### src/rtl/riscv_pkg.sv
// Shared RV64I constants, immediate formats and the ID/EX control bundle.
// Imported by the decode/issue stage and its immediate generator.
package riscv_pkg;

    localparam int XLEN = 64;

    localparam logic [6:0] OP_LUI    = 7'b0110111;
    localparam logic [6:0] OP_AUIPC  = 7'b0010111;
    localparam logic [6:0] OP_JAL    = 7'b1101111;
    localparam logic [6:0] OP_JALR   = 7'b1100111;
    localparam logic [6:0] OP_BRANCH = 7'b1100011;
    localparam logic [6:0] OP_LOAD   = 7'b0000011;
    localparam logic [6:0] OP_STORE  = 7'b0100011;
    localparam logic [6:0] OP_IMM    = 7'b0010011;
    localparam logic [6:0] OP_OP     = 7'b0110011;
    localparam logic [6:0] OP_IMM32  = 7'b0011011;
    localparam logic [6:0] OP_OP32   = 7'b0111011;

    typedef enum logic [2:0] {
        IMM_I,
        IMM_S,
        IMM_B,
        IMM_U,
        IMM_J,
        IMM_NONE
    } immFmt_t;

    typedef struct packed {
        logic [4:0] rd;
        logic       regWrite;
        logic [6:0] opcode;
        logic [2:0] funct3;
        logic [6:0] funct7;
        logic       illegal;
    } idExCtrl_t;

endpackage

### src/rtl/imm_gen.sv
// Sign-extended immediate extraction for the RV64I instruction formats.
// The opcode bits play no part, so only instruction[31:7] is taken.
module imm_gen
    import riscv_pkg::*;
(
    input  logic [31:7]     instr,
    input  immFmt_t         fmt,
    output logic [XLEN-1:0] imm
);

    logic sign;
    assign sign = instr[31];

    always_comb begin
        imm = '0;
        case (fmt)
            IMM_I: imm = {{(XLEN-12){sign}}, instr[31:20]};
            IMM_S: imm = {{(XLEN-12){sign}}, instr[31:25], instr[11:7]};
            IMM_B: imm = {{(XLEN-12){sign}}, instr[7], instr[30:25],
                          instr[11:8], 1'b0};
            IMM_U: imm = {{(XLEN-32){sign}}, instr[31:12], 12'b0};
            IMM_J: imm = {{(XLEN-20){sign}}, instr[19:12], instr[20],
                          instr[30:21], 1'b0};
            default: imm = '0;
        endcase
    end

endmodule

### src/rtl/decode_issue_stage.sv
// RV64I decode/issue stage: holding slot, RAW scoreboard, hazard FSM
// and a registered ID/EX output slot.
module decode_issue_stage
    import riscv_pkg::*;
(
    input  logic            clk,
    input  logic            rst,
    input  logic            inValid,
    output logic            inReady,
    input  logic [31:0]     instruction,
    input  logic [XLEN-1:0] pcIn,
    input  logic            flush,
    output logic [4:0]      readRegister1,
    output logic [4:0]      readRegister2,
    input  logic            wbRegWrite,
    input  logic [4:0]      wbRegister,
    output logic            outValid,
    input  logic            outReady,
    output logic [XLEN-1:0] outPc,
    output logic [4:0]      outRd,
    output logic            outRegWrite,
    output logic [6:0]      outOpcode,
    output logic [2:0]      outFunct3,
    output logic [6:0]      outFunct7,
    output logic [XLEN-1:0] outImm,
    output logic            outIllegal,
    output logic [15:0]     stallCycles
);

    typedef enum logic [1:0] {EMPTY, HELD, STALL} state_t;

    state_t          state, stateNext;
    logic [31:0]     slotInstr;
    logic [XLEN-1:0] slotPc;
    logic [31:0]     pending, pendingNext;
    idExCtrl_t       outCtrl, ctrl;
    logic [XLEN-1:0] imm;

    logic    slotValid, load, issue, hazard;
    logic    legal, usesRs1, usesRs2, noWrite, regWrite;
    immFmt_t fmt;

    logic [6:0] opcode;
    logic [4:0] rs1, rs2, rd;

    assign opcode = slotInstr[6:0];
    assign rd     = slotInstr[11:7];
    assign rs1    = slotInstr[19:15];
    assign rs2    = slotInstr[24:20];

    assign readRegister1 = rs1;
    assign readRegister2 = rs2;

    always_comb begin
        fmt     = IMM_NONE;
        legal   = 1'b1;
        usesRs1 = 1'b1;
        usesRs2 = 1'b0;
        noWrite = 1'b0;
        case (opcode)
            OP_LUI, OP_AUIPC: begin
                fmt     = IMM_U;
                usesRs1 = 1'b0;
            end
            OP_JAL: begin
                fmt     = IMM_J;
                usesRs1 = 1'b0;
            end
            OP_JALR, OP_LOAD, OP_IMM, OP_IMM32: fmt = IMM_I;
            OP_BRANCH: begin
                fmt     = IMM_B;
                usesRs2 = 1'b1;
                noWrite = 1'b1;
            end
            OP_STORE: begin
                fmt     = IMM_S;
                usesRs2 = 1'b1;
                noWrite = 1'b1;
            end
            OP_OP, OP_OP32: usesRs2 = 1'b1;
            default: begin
                legal   = 1'b0;
                usesRs1 = 1'b0;
            end
        endcase
    end

    assign regWrite = legal && !noWrite && (rd != 5'd0);

    imm_gen uImmGen (
        .instr (slotInstr[31:7]),
        .fmt   (fmt),
        .imm   (imm)
    );

    always_comb begin
        ctrl          = '0;
        ctrl.rd       = rd;
        ctrl.regWrite = regWrite;
        ctrl.opcode   = opcode;
        ctrl.funct3   = slotInstr[14:12];
        ctrl.funct7   = slotInstr[31:25];
        ctrl.illegal  = !legal;
    end

    assign slotValid = (state != EMPTY);
    assign hazard    = (usesRs1 && pending[rs1]) || (usesRs2 && pending[rs2]);
    assign issue     = slotValid && !hazard && (!outValid || outReady) && !flush;
    assign inReady   = !slotValid || issue;
    assign load      = inValid && inReady && !flush;

    always_comb begin
        stateNext = state;
        case (state)
            EMPTY: if (load) stateNext = HELD;
            HELD, STALL: begin
                if (issue)       stateNext = load ? HELD : EMPTY;
                else if (hazard) stateNext = STALL;
                else             stateNext = HELD;
            end
            default: stateNext = EMPTY;
        endcase
        if (flush) stateNext = EMPTY;
    end

    // Clears first so a same-cycle issue to the same register keeps it pending.
    always_comb begin
        pendingNext = pending;
        if (wbRegWrite) pendingNext[wbRegister] = 1'b0;
        if (flush && outValid && outCtrl.regWrite) pendingNext[outCtrl.rd] = 1'b0;
        if (issue && regWrite) pendingNext[rd] = 1'b1;
        pendingNext[0] = 1'b0;
    end

    always_ff @(posedge clk or posedge rst) begin
        if (rst) begin
            state       <= EMPTY;
            slotInstr   <= '0;
            slotPc      <= '0;
            pending     <= '0;
            outValid    <= 1'b0;
            outCtrl     <= '0;
            outPc       <= '0;
            outImm      <= '0;
            stallCycles <= '0;
        end else begin
            state   <= stateNext;
            pending <= pendingNext;
            if (load) begin
                slotInstr <= instruction;
                slotPc    <= pcIn;
            end
            if (issue) begin
                outValid <= 1'b1;
                outCtrl  <= ctrl;
                outPc    <= slotPc;
                outImm   <= imm;
            end else if (flush || outReady) begin
                outValid <= 1'b0;
            end
            if (slotValid && hazard && stallCycles != 16'hFFFF)
                stallCycles <= stallCycles + 16'd1;
        end
    end

    assign outRd       = outCtrl.rd;
    assign outRegWrite = outCtrl.regWrite;
    assign outOpcode   = outCtrl.opcode;
    assign outFunct3   = outCtrl.funct3;
    assign outFunct7   = outCtrl.funct7;
    assign outIllegal  = outCtrl.illegal;

endmodule

### config.mk
export PLATFORM = sky130hd
export DESIGN_NAME = decode_issue_stage
export DESIGN_NICKNAME = d
export VERILOG_FILES = /design/src/rtl/riscv_pkg.sv /design/src/rtl/imm_gen.sv /design/src/rtl/decode_issue_stage.sv
export SDC_FILE = /design/constraint.sdc
export NUM_CORES = 1
export LEC_CHECK = 0
export CORE_MARGIN = 2
export CORE_UTILIZATION = 26
export DETAILED_ROUTE_END_ITERATION = 8
export GPL_TIMING_DRIVEN = 0
export PLACE_DENSITY_LB_ADDON = 0.08
export SYNTH_ARGS = -nofsm -noshare
export SYNTH_HDL_FRONTEND = slang
export SYNTH_HIERARCHICAL = 1
export SYNTH_SLANG_ARGS = --single-unit
### constraint.sdc
create_clock -name clk -period 13.9 [get_ports clk]
set_clock_uncertainty 0.15 [all_clocks]
set_input_delay 3.475 -clock clk [delete_from_list [all_inputs] [get_ports clk]]
set_output_delay 3.475 -clock clk [all_outputs]
set_load 0.005 [all_outputs]
==> results.md, run 1 <==
* Status: completed
* H-Tree Depth at 2
* Most common flop cell mapped by yosys: dfrtp_1
* Fin crit period at 9.37 ns
* Num rows at between 80 and 90
* Antenna-violating nets left at 0
* Clock-pin slew on the worst setup and hold paths at 0.05 ns
* Sequential cell area fraction in the yosys report at 55.8%
* Hold slack at approximately 0.33 ns
* Worst-margin pin slew at 0.766 ns
* Max-slew violation count at 0
* Nets at 1,448
* Core Region at 51,100 um^2
* Die X at 231 um
* Vias at 9,371
* Initial Util at 26.2%
* Clock Tree Root: clkbuf_16
* Largest net degree at the start of global routing at between 100 and 150
* Pwr Density at 167 nW/um^2
* Hold_buf cts at 0
* Grt ovf at 0
* Endpoints failing hold at 0
* Mapped Cells at 1,010
* Most common cell after layout, fill and taps aside: dfrtp_1
* Post-synth ARST share at 100%
* Filler cells at roughly 5,000
* Most frequent cells in the layout: 298 x dfrtp_1, 286 x clkdlybuf4s50_1, 211 x mux2_2
* I/O Buffers at 286
* First-pass GRT wire length at 62,700 um
* Slew HR at 48.4%
* Max IR drop VDD at between 0.08 and 0.09 mV
* Post-synthesis cell type count at 63
* Avg WL per Cell at 20.4 um
* Max Cap Violations at 0
* Syn_nets at ~1,100
* Final WS setup at between 4 and 5 ns
* Routed vias/inst at between 4 and 5
* Number of CTS-inserted buffers at 38
* Starting DRT DRC Count at about 460
* Arr. time, crit path at around 5.8 ns
* CTS tree: built
* Util after Layout at 36.1%
* RSZ-0062 raised after global routing: no
* Period utilisation layout at roughly two thirds
* Routability cong. at between 0.8 and 0.9
* Initial antenna violation count at 5
* Final routed DRC violation total at 0
* Crit path max fanout at 10
* Vias in the first global route at 9,633
* Hold Path Depth at 1
* DRT Pass-1 Iters at 5
* Height of the die at 231 um
* Max clock buf depth at 3
* Crit path kind: in -> out
* Fmax at 107 MHz
* Static Leak at a little under 8 nW
* CP required at between 10 and 15 ns
* Boundary pin count at 287
* Final-report setup violation count at 0
* Number of synthesized register bits at about 300
* Avg Cell Area, Syn at around 13 um^2
* Hpwl dp at 29,400 um
* Postcts setup bufs at 0
* Startpoint Class: input port
* Reg2Reg Depth at 9
* Worst hold path class: reg -> reg
* Post-synth design cell area at 13,400 um^2
* Clock tree sinks at between 200 and 300
* Post_cts resized at 0
* Placed cell area at 17,100 um^2
* Pre-CTS WS at 4.48 ns
* Final Cell Area at 18,400 um^2
* Synth warn at 6
* Worst-Skew Late Latency at 0.56 ns
* Fraction of layout cells with a size suffix above 1 at between 20% and 30%
* Gr usage total at 15.7%
* Die ar. at 53,200 um^2
* EDFF count, synth at 0
* P&R area growth vs syn at 37.8%
* Crit. End Element: output pin
* Total routed wirelength at roughly 42,000 um
## flip-flops by register name, summed over array words and instances (netlist names)
name / flops
outImm: 64
outPc: 64
slotPc: 64
slotInstr: 32
pending: 31
stallCycles: 16
outFunct7: 7
outOpcode: 7
outRd: 5
outFunct3: 3
state: 2
outIllegal: 1
outRegWrite: 1
outValid: 1
## per-stage QoR
step | total power, W | setup TNS (ns) | std cells
2_1_floorplan | 0.00158 | 0 | 1010
3_3_place_gp | 0.00209 | -845.61 | 1976
3_5_place_dp | 0.00210 | 0 | 1978
4_1_cts | 0.00315 | 0 | 2045
5_1_grt | 0.00326 | 0 | 2045
6_report | 0.00308 | 0 | 2047
## power breakdown
| group | leakage [nW] | switching, W | internal [W] |
|---|---|---|---|
| clock | 0.625 | 0.000399 | 0.000615 |
| sequential | 3.76 | 0.000132 | 0.00108 |
| combinational | 3.54 | 0.000326 | 0.000525 |
## critical path, cell delays in order
cell and delay [ns]:
clkdlybuf4s50_1 0.40, nor2b_1 0.25, nor3_1 0.09, nand3_1 0.11, buf_6 0.21, buf_2 0.32
buf_2 0.33, nand2_1 0.09, clkdlybuf4s50_1 0.45
## area by class of cell
type | instances | area [um^2] | share of cell area, %
sequential | 298 | 7460 | 40.5
multi-input combinational | 598 | 5200 | 28.3
timing repair buffer | 288 | 2920 | 15.8
clock buffer | 56 | 1120 | 6.08
tap | 680 | 851 | 4.62
buffer | 94 | 632 | 3.43
clock inverter | 11 | 151 | 0.822
inverter | 20 | 82.6 | 0.448
antenna | 2 | 5.00 | 0.0272
## synth_stat cells (14+ instances only)
library cell / instances / area share, %
buf_4: 40 / 2.2
inv_1: 20 / 0.56
mux2_2: 211 / 18
a21oi_1: 25 / 0.94
dfrtp_1: 298 / 56
nand3_1: 15 / 0.56
xor2_1: 14 / 0.92
mux2_1: 41 / 3.5
nand2_1: 46 / 1.3
nor2_1: 23 / 0.65
o21ai_0: 34 / 1.3
mux2i_1: 23 / 1.7
buf_2: 25 / 0.94
o221ai_1: 31 / 2.0
## final timing paths
path | startpoint | endpoint | slack, ns
worst min register to register | slotPc[2]$_DFFE_PP0P_ | slotPc[2]$_DFFE_PP0P_ | 0.33
worst max register to register | slotInstr[20]$_DFFE_PP0P_ | pending[6]$_DFF_PP0_ | 9.76
min in group asynchronous | rst | slotPc[33]$_DFFE_PP0P_ | 3.28
max in group asynchronous | rst | stallCycles[7]$_DFFE_PP0P_ | 8.82
worst max-delay path | outReady | inReady | 4.53
worst min-delay path | slotPc[2]$_DFFE_PP0P_ | slotPc[2]$_DFFE_PP0P_ | 0.33
## per-layer routing
metal	track usage (%)	vias up	part of all wire, %
met3	4.85	70	8.1
met1	20.3	4705	43
li1	-	4290	-
met2	24.6	300	46
met5	0	-	0.084
met4	5.79	6	3.0
## cells by family (layout without fill, tap and decap cells)
group | count (synthesis) | in the layout | synth area share, %
AO/OA/AOI/OAI | 131 | 131 | 6.73
XOR/XNOR | 15 | 15 | 0.983
adder cells (fa/ha/maj) | 4 | 4 | 0.365
buffers and inverters | 114 | 469 | 5.29
flip-flops | 298 | 298 | 55.8
multiplexers | 281 | 281 | 23.9
other | 0 | 2 | 0
AND/OR/NAND/NOR | 167 | 167 | 6.95
Note: power is estimated with default switching activity, not from simulation.
==> run 2, diff against run 1 <==
clock period = 7.6 ns   (was 13.9 ns; I/O delays follow)
==> run 2 against run 1 <==
Highest routed layer unchanged. Setup slack got worse by 3.3 ns. Power rose by 82%. First-iteration DRC count fell by 8.9%. Clock power grew 80%. Die area did not move. Non-clock buffer count increased by 8. Cell area is 0.78% higher. Critical endpoint unchanged. Cell count up 0.59%. Critical path type is now reg -> out.
==> results.md, run 2 (synthesis results as in run 1) <==
* Status: completed (unchanged)
* Reg2Reg Depth at 10 (was 9)
* Final Cell Area at 18,600 um^2 (was 18,400 um^2)
* Nets at 1,457 (was 1,448)
* Height of the die at 231 um (unchanged)
* Die ar. at 53,200 um^2 (unchanged)
* Vias at 9,396 (was 9,371)
* Startpoint Class: flop (was input port)
* Initial antenna violation count at 7 (was 5)
* Core Region at 51,100 um^2 (unchanged)
* Slew HR at 50.4% (was 48.4%)
* Clock tree sinks at 298 (unchanged)
* Psw at 0.00156 W (was 0.000857 W)
* CP Depth at 10 (was 9)
* Clock Tree Root: clkbuf_16 (unchanged)
* CP required at 5.55 ns (was 10.27 ns)
* WL met3 at 3300 um (was 3370 um)
* Clock-pin slew on the worst setup and hold paths at 0.05 ns (about the same)
* Fraction of layout cells with a size suffix above 1 at 27.9% (was 27.6%)
* Grt ovf at 0 (unchanged)
* Critical R2R Capture: pending[13]$_DFF_PP0_ (was pending[6]$_DFF_PP0_)
* Initial Util at 26.2% (unchanged)
* Critical Path Most Common Cell: buf_2
* Num rows at 83 (unchanged)
* Buf/Inv on CP at 5 (unchanged)
* Hpwl dp at 30,200 um (was 29,400 um)
* Max-slew violation count at 0 (unchanged)
* Worst-margin pin slew at 0.736 ns (was 0.766 ns)
* FF-to-FF setup slack at 3.60 ns (was 9.76 ns)
* Number of CTS-inserted buffers at 39 (was 38)
* Wire length on met2 at 19,400 um (was 19,100 um)
* Routed vias/inst at 4.56 (was 4.58)
* CTS tree: built (unchanged)
* Max IR drop VDD at 0.163 mV (was 0.0868 mV)
* Hold_sp: slotPc[13]$_DFFE_PP0P_ (was slotPc[2]$_DFFE_PP0P_)
* Die X at 231 um (unchanged)
* Crit path kind: reg -> out (was in -> out)
* Worst r2r src: slotInstr[20]$_DFFE_PP0P_ (unchanged)
* Worst Setup SP: slotInstr[20]$_DFFE_PP0P_ (was outReady)
* Worst hold path class: reg -> reg (unchanged)
* Post_cts resized at 0 (unchanged)
* Antenna-violating nets left at 0 (unchanged)
* Hold_buf cts at 0 (unchanged)
* First-pass GRT wire length at 63,100 um (was 62,700 um)
* H-Tree Depth at 2 (unchanged)
* Total routed wirelength at 42,100 um (was 41,700 um)
* Slowest cell on crit path: mux4_2 (was clkdlybuf4s50_1)
* Static Leak at 7.98 nW (was 7.92 nW)
* WL met1 at 18,300 um (was 17,900 um)
* Final WS setup at 1.18 ns (was 4.53 ns)
* Max Cap Violations at 0 (unchanged)
* I/O Buffers at 286 (unchanged)
* Avg WL per Cell at 20.4 um (about the same)
* Combinational power share at 28.0% (was 27.6%)
* Crit path max fanout at 10 (unchanged)
* Seq pwr share at 39.7% (was 39.4%)
* Crit-path cells: clkbuf_1, mux4_2, a311oi_1, nand4_1, nand3_1, buf_6, buf_2, buf_2, nand2_1, clkdlybuf4s50_1 (was clkdlybuf4s50_1, nor2b_1, nor3_1, nand3_1, buf_6, buf_2, buf_2, nand2_1, clkdlybuf4s50_1)
* CP max stage delay at 0.58 ns (was 0.45 ns)
* Placed cell area at 17,300 um^2 (was 17,100 um^2)
* Fin crit period at 6.42 ns
* DRT Pass-1 Iters at 4 (was 5)
* Clock power frac at 32.4% (was 32.9%)
* Pint at 0.00405 W (was 0.00222 W)
* Period utilisation layout at between 80% and 90%
* Most common cell after layout, fill and taps aside: dfrtp_1 (unchanged)
* Critical Path End: inReady (unchanged)
* Vias in the first global route at 9,749 (was 9,633)
* Final-report setup violation count at 0 (unchanged)
* RSZ-0062 raised after global routing: no (unchanged)
* Switch share at 27.8% (about the same)
* Pwr Density at 302 nW/um^2 (was 167 nW/um^2)
* Pre-CTS WS at 1.39 ns (was 4.48 ns)
* Arr. time, crit path at 4.37 ns (was 5.75 ns)
* Routability cong. at 0.802 (was 0.813)
* Worst-Skew Late Latency at 0.56 ns (about the same)
* P&R area growth vs syn at 38.9% (was 37.8%)
* Postcts setup bufs at 0 (unchanged)
* Crit. End Element: output pin (unchanged)
* Gr usage total at 15.8% (was 15.7%)
* Top routing layer in use: met5 (unchanged)
* Boundary pin count at 287 (unchanged)
* Largest net degree at the start of global routing at 41 (was 116)
* Starting DRT DRC Count at 420 (was 461)
* Endpoints failing hold at 0 (unchanged)
* Largest registers: outImm: 64 flops, outPc: 64 flops, slotPc: 64 flops (unchanged)
* Most frequent cells in the layout: 298 x dfrtp_1, 286 x clkdlybuf4s50_1, 211 x mux2_2 (unchanged)
* Final routed DRC violation total at 0 (unchanged)
* Max clock buf depth at 3 (unchanged)
* Fmax at 156 MHz
* CP top delay family: buffers and inverters (unchanged)
-- run 2: cell types whose count changed in the layout (fill, tap and decap cells not counted), sizes merged --
cell      change
buf           +8
clkbuf        +5
bufinv        -2
diode         +2
inv           -2
clkinvlp      +1
-- run 2: power groups by stage --
stage / combinational, W / sequential [W] / clock [W]
global placement: 0.00158 / 0.00224 / 0
CTS: 0.00161 / 0.00223 / 0.00190
finish: 0.00157 / 0.00222 / 0.00182
detailed placement: 0.00160 / 0.00225 / 0
global route: 0.00170 / 0.00228 / 0.00196
floorplan: 0.000662 / 0.00222 / 0
-- run 2: per-stage QoR --
step / util (%) / setup TNS, ns / hold WS [ns] / std cells / power, W
finish: 36.3 / 0 / 0.330 / 2059 / 0.00561
global route: 36.3 / 0 / 0.342 / 2058 / 0.00594
CTS: 36.3 / 0 / 0.334 / 2055 / 0.00574
detailed placement: 33.8 / 0 / 0.322 / 1986 / 0.00385
global placement: 33.4 / -316.83 / 0.314 / 1976 / 0.00383
floorplan: - / 0 / 0.304 / 1010 / 0.00289
-- run 2: cell type report --
cell class                 instances  area, um^2
timing repair buffer             296        3070
clock inverter                     8        82.6
sequential                       298        7460
antenna                            4        10.0
multi-input combinational        598        5200
tap                              680         851
fill                            5072       32500
inverter                          20        78.8
buffer                            94         632
clock buffer                      61        1180
-- run 2: routing by layer --
metal,track usage (%),vias up
li1,-,4308
met1,20.2,4741
met2,24.5,275
met3,5.58,64
met4,5.50,8
met5,0,-
-- run 2: worst min-delay path by stage --
stage	to	slack [ns]	cells after the start
2_1_floorplan	slotPc[0]$_DFFE_PP0P_	0.30	1
3_3_place_gp	slotPc[7]$_DFFE_PP0P_	0.31	1
3_5_place_dp	slotPc[13]$_DFFE_PP0P_	0.32	1
4_1_cts	slotPc[13]$_DFFE_PP0P_	0.33	1
5_1_grt	slotPc[5]$_DFFE_PP0P_	0.34	1
6_report	slotPc[13]$_DFFE_PP0P_	0.33	1
==> run 3, diff against run 2 <==
clock period = 5.97 ns   (was 7.6 ns; I/O delays follow)
==> run 3 against run 2 <==
Power rose by 27%. Cell count hardly changed. Non-clock buffer count shrank 2. Setup slack worse by 0.89 ns. Critical path depth grew 1. Largest cell class unchanged.
==> results.md, run 3 (synthesis results as in run 1) <==
* Status: completed (unchanged)
* Vias at 9,407 (was 9,396)
* Fin crit period at 5.68 ns
* Util after Layout at 36.3% (about the same)
* Hold_sp: slotPc[13]$_DFFE_PP0P_ (unchanged)
* Post_cts resized at 0 (unchanged)
* Num rows at 83 (unchanged)
* Crit. End Element: output pin (unchanged)
* Number of CTS-inserted buffers at 39 (unchanged)
* Max Cap Violations at 0 (unchanged)
* CTS tree: built (unchanged)
* Antenna-violating nets left at 0 (unchanged)
* Initial antenna violation count at 7 (unchanged)
* Crit-path cells: buf_6, buf_6, mux2i_1, mux4_2, a311oi_1, nand4_1, nand3_1, buf_6, buf_2, nand2_1, clkdlybuf4s50_1 (was clkbuf_1, mux4_2, a311oi_1, nand4_1, nand3_1, buf_6, buf_2, buf_2, nand2_1, clkdlybuf4s50_1)
* Hold Path Depth at 1 (unchanged)
* Crit path max fanout at 19 (was 10)
* Pre-CTS WS at 0.449 ns (was 1.39 ns)
* Crit path kind: reg -> out (unchanged)
* Gr usage total at 15.7% (was 15.8%)
* Endpoints failing hold at 0 (unchanged)
* Slowest cell on crit path: dfrtp_1 (was mux4_2)
* I/O Buffers at 286 (unchanged)
* Boundary pin count at 287 (unchanged)
* Die ar. at 53,200 um^2 (unchanged)
* Most common cell after layout, fill and taps aside: dfrtp_1 (unchanged)
* Reg2Reg Depth at 11 (was 10)
* Worst-Skew Late Latency at 0.56 ns (about the same)
* CP max stage delay at 0.51 ns (was 0.58 ns)
* Startpoint Class: flop (unchanged)
* TNS Setup at 0 ns (unchanged)
* Final Power at 0.00714 W (was 0.00561 W)
* Final WS setup at 0.291 ns (was 1.18 ns)
* Buf/Inv on CP at 5 (unchanged)
* Max-slew violation count at 0 (unchanged)
* Most frequent cells in the layout: 298 x dfrtp_1, 286 x clkdlybuf4s50_1, 211 x mux2_2 (unchanged)
* Static Leak at 7.98 nW (about the same)
* Vias in the first global route at 9,756 (was 9,749)
* Nets at 1,455 (was 1,457)
* Max IR drop VDD at 0.208 mV (was 0.163 mV)
* Height of the die at 231 um (unchanged)
* Largest net degree at the start of global routing at 41 (unchanged)
* Arr. time, crit path at 4.04 ns (was 4.37 ns)
* Grt ovf at 0 (unchanged)
* H-Tree Depth at 2 (unchanged)
* Routed vias/inst at 4.57 (was 4.56)
* Fmax at ~180 MHz
* Hold_buf cts at 0 (unchanged)
* Slew HR at 50.1% (was 50.4%)
* DRT Pass-1 Iters at 4 (unchanged)
* Pwr Density at 385 nW/um^2 (was 302 nW/um^2)
* CP top delay family: buffers and inverters (unchanged)
* Worst r2r src: slotInstr[21]$_DFFE_PP0P_ (was slotInstr[20]$_DFFE_PP0P_)
* Clock-pin slew on the worst setup and hold paths at 0.05 ns (about the same)
* Hpwl dp at 30,200 um (unchanged)
* Max clock buf depth at 3 (unchanged)
* Avg WL per Cell at 20.4 um (about the same)
* Met1 Use GR at 20.0% (was 20.2%)
* Final routed DRC violation total at 0 (unchanged)
* Fraction of layout cells with a size suffix above 1 at 27.9% (about the same)
* CP required at 4.33 ns (was 5.55 ns)
* Routability cong. at 0.802 (unchanged)
* Met2 Resource Use GR at 24.6% (was 24.5%)
* Final-report setup violation count at 0 (unchanged)
* Filler cells at 5,069 (was 5,072)
* Critical Path Most Common Cell: buf_6 (was buf_2)
* Largest registers: outImm: 64 flops, outPc: 64 flops, slotPc: 64 flops (unchanged)
* Clock tree sinks at 298 (unchanged)
* RSZ-0062 raised after global routing: no (unchanged)
* Initial Util at 26.2% (unchanged)
* Die X at 231 um (unchanged)
* Worst hold path class: reg -> reg (unchanged)
* Clock Tree Root: clkbuf_16 (unchanged)
* Starting DRT DRC Count at 385 (was 420)
* Worst-margin pin slew at 0.741 ns (was 0.736 ns)
* GRT busiest layer: met2 (unchanged)
* P&R area growth vs syn at 38.8% (was 38.9%)
* Total routed wirelength at 42,000 um (was 42,100 um)
* First-pass GRT wire length at 63,000 um (was 63,100 um)
* Hold EP: slotPc[13]$_DFFE_PP0P_ (unchanged)
* Core Region at 51,100 um^2 (unchanged)
* Critical R2R Capture: pending[13]$_DFF_PP0_ (unchanged)
* FF-to-FF setup slack at 1.97 ns (was 3.60 ns)
* Period utilisation layout at 95.1%
* GR Util met3 at 5.78% (was 5.58%)
* Postcts setup bufs at 0 (unchanged)
run 3: worst max-delay path by stage:
| stage | startpoint | endpoint | slack, ns | depth (start not counted) |
|---|---|---|---|---|
| after floorplan | rst | outFunct3[0]$_DFFE_PP0P_ | 0.37 | 1 |
| after global placement | rst | slotPc[41]$_DFFE_PP0P_ | -2.32 | 2 |
| after detailed placement | slotInstr[20]$_DFFE_PP0P_ | inReady | 0.45 | 10 |
| after CTS | slotInstr[21]$_DFFE_PP0P_ | inReady | 0.18 | 11 |
| after global routing | slotInstr[21]$_DFFE_PP0P_ | inReady | 0.07 | 11 |
| final | slotInstr[21]$_DFFE_PP0P_ | inReady | 0.29 | 11 |
run 3: layer usage:
layer  up-vias  wire [um]
li1       4303          -
met1      4755      17900
met2       275      19400
met3        66       3520
met4         8       1070
met5         -         60
run 3: area by class of cell:
cell class | count | area, um^2 | area share (%)
Clock buffer | 61 | 1180 | 6.36
Buffer | 92 | 623 | 3.36
Sequential cell | 298 | 7460 | 40.2
Timing Repair Buffer | 296 | 3070 | 16.5
Tap cell | 680 | 851 | 4.59
Inverter | 20 | 78.8 | 0.425
Antenna cell | 4 | 10.0 | 0.0539
Multi-Input combinational cell | 598 | 5200 | 28.0
Clock inverter | 8 | 82.6 | 0.445
run 3: where the power goes:
group / internal, W / switching, W / total [W]
sequential: 0.00252 / 0.000315 / 0.00284
combinational: 0.00123 / 0.000757 / 0.00199
clock: 0.00140 / 0.000914 / 0.00231
run 3: per-stage QoR:
stage	cells	hold WS (ns)	instance area [um^2]
detailed placement	1986	0.322	17300
floorplan	1010	0.304	13400
global route	2056	0.342	18600
global placement	1976	0.314	17100
CTS	2053	0.334	18500
finish	2057	0.330	18600
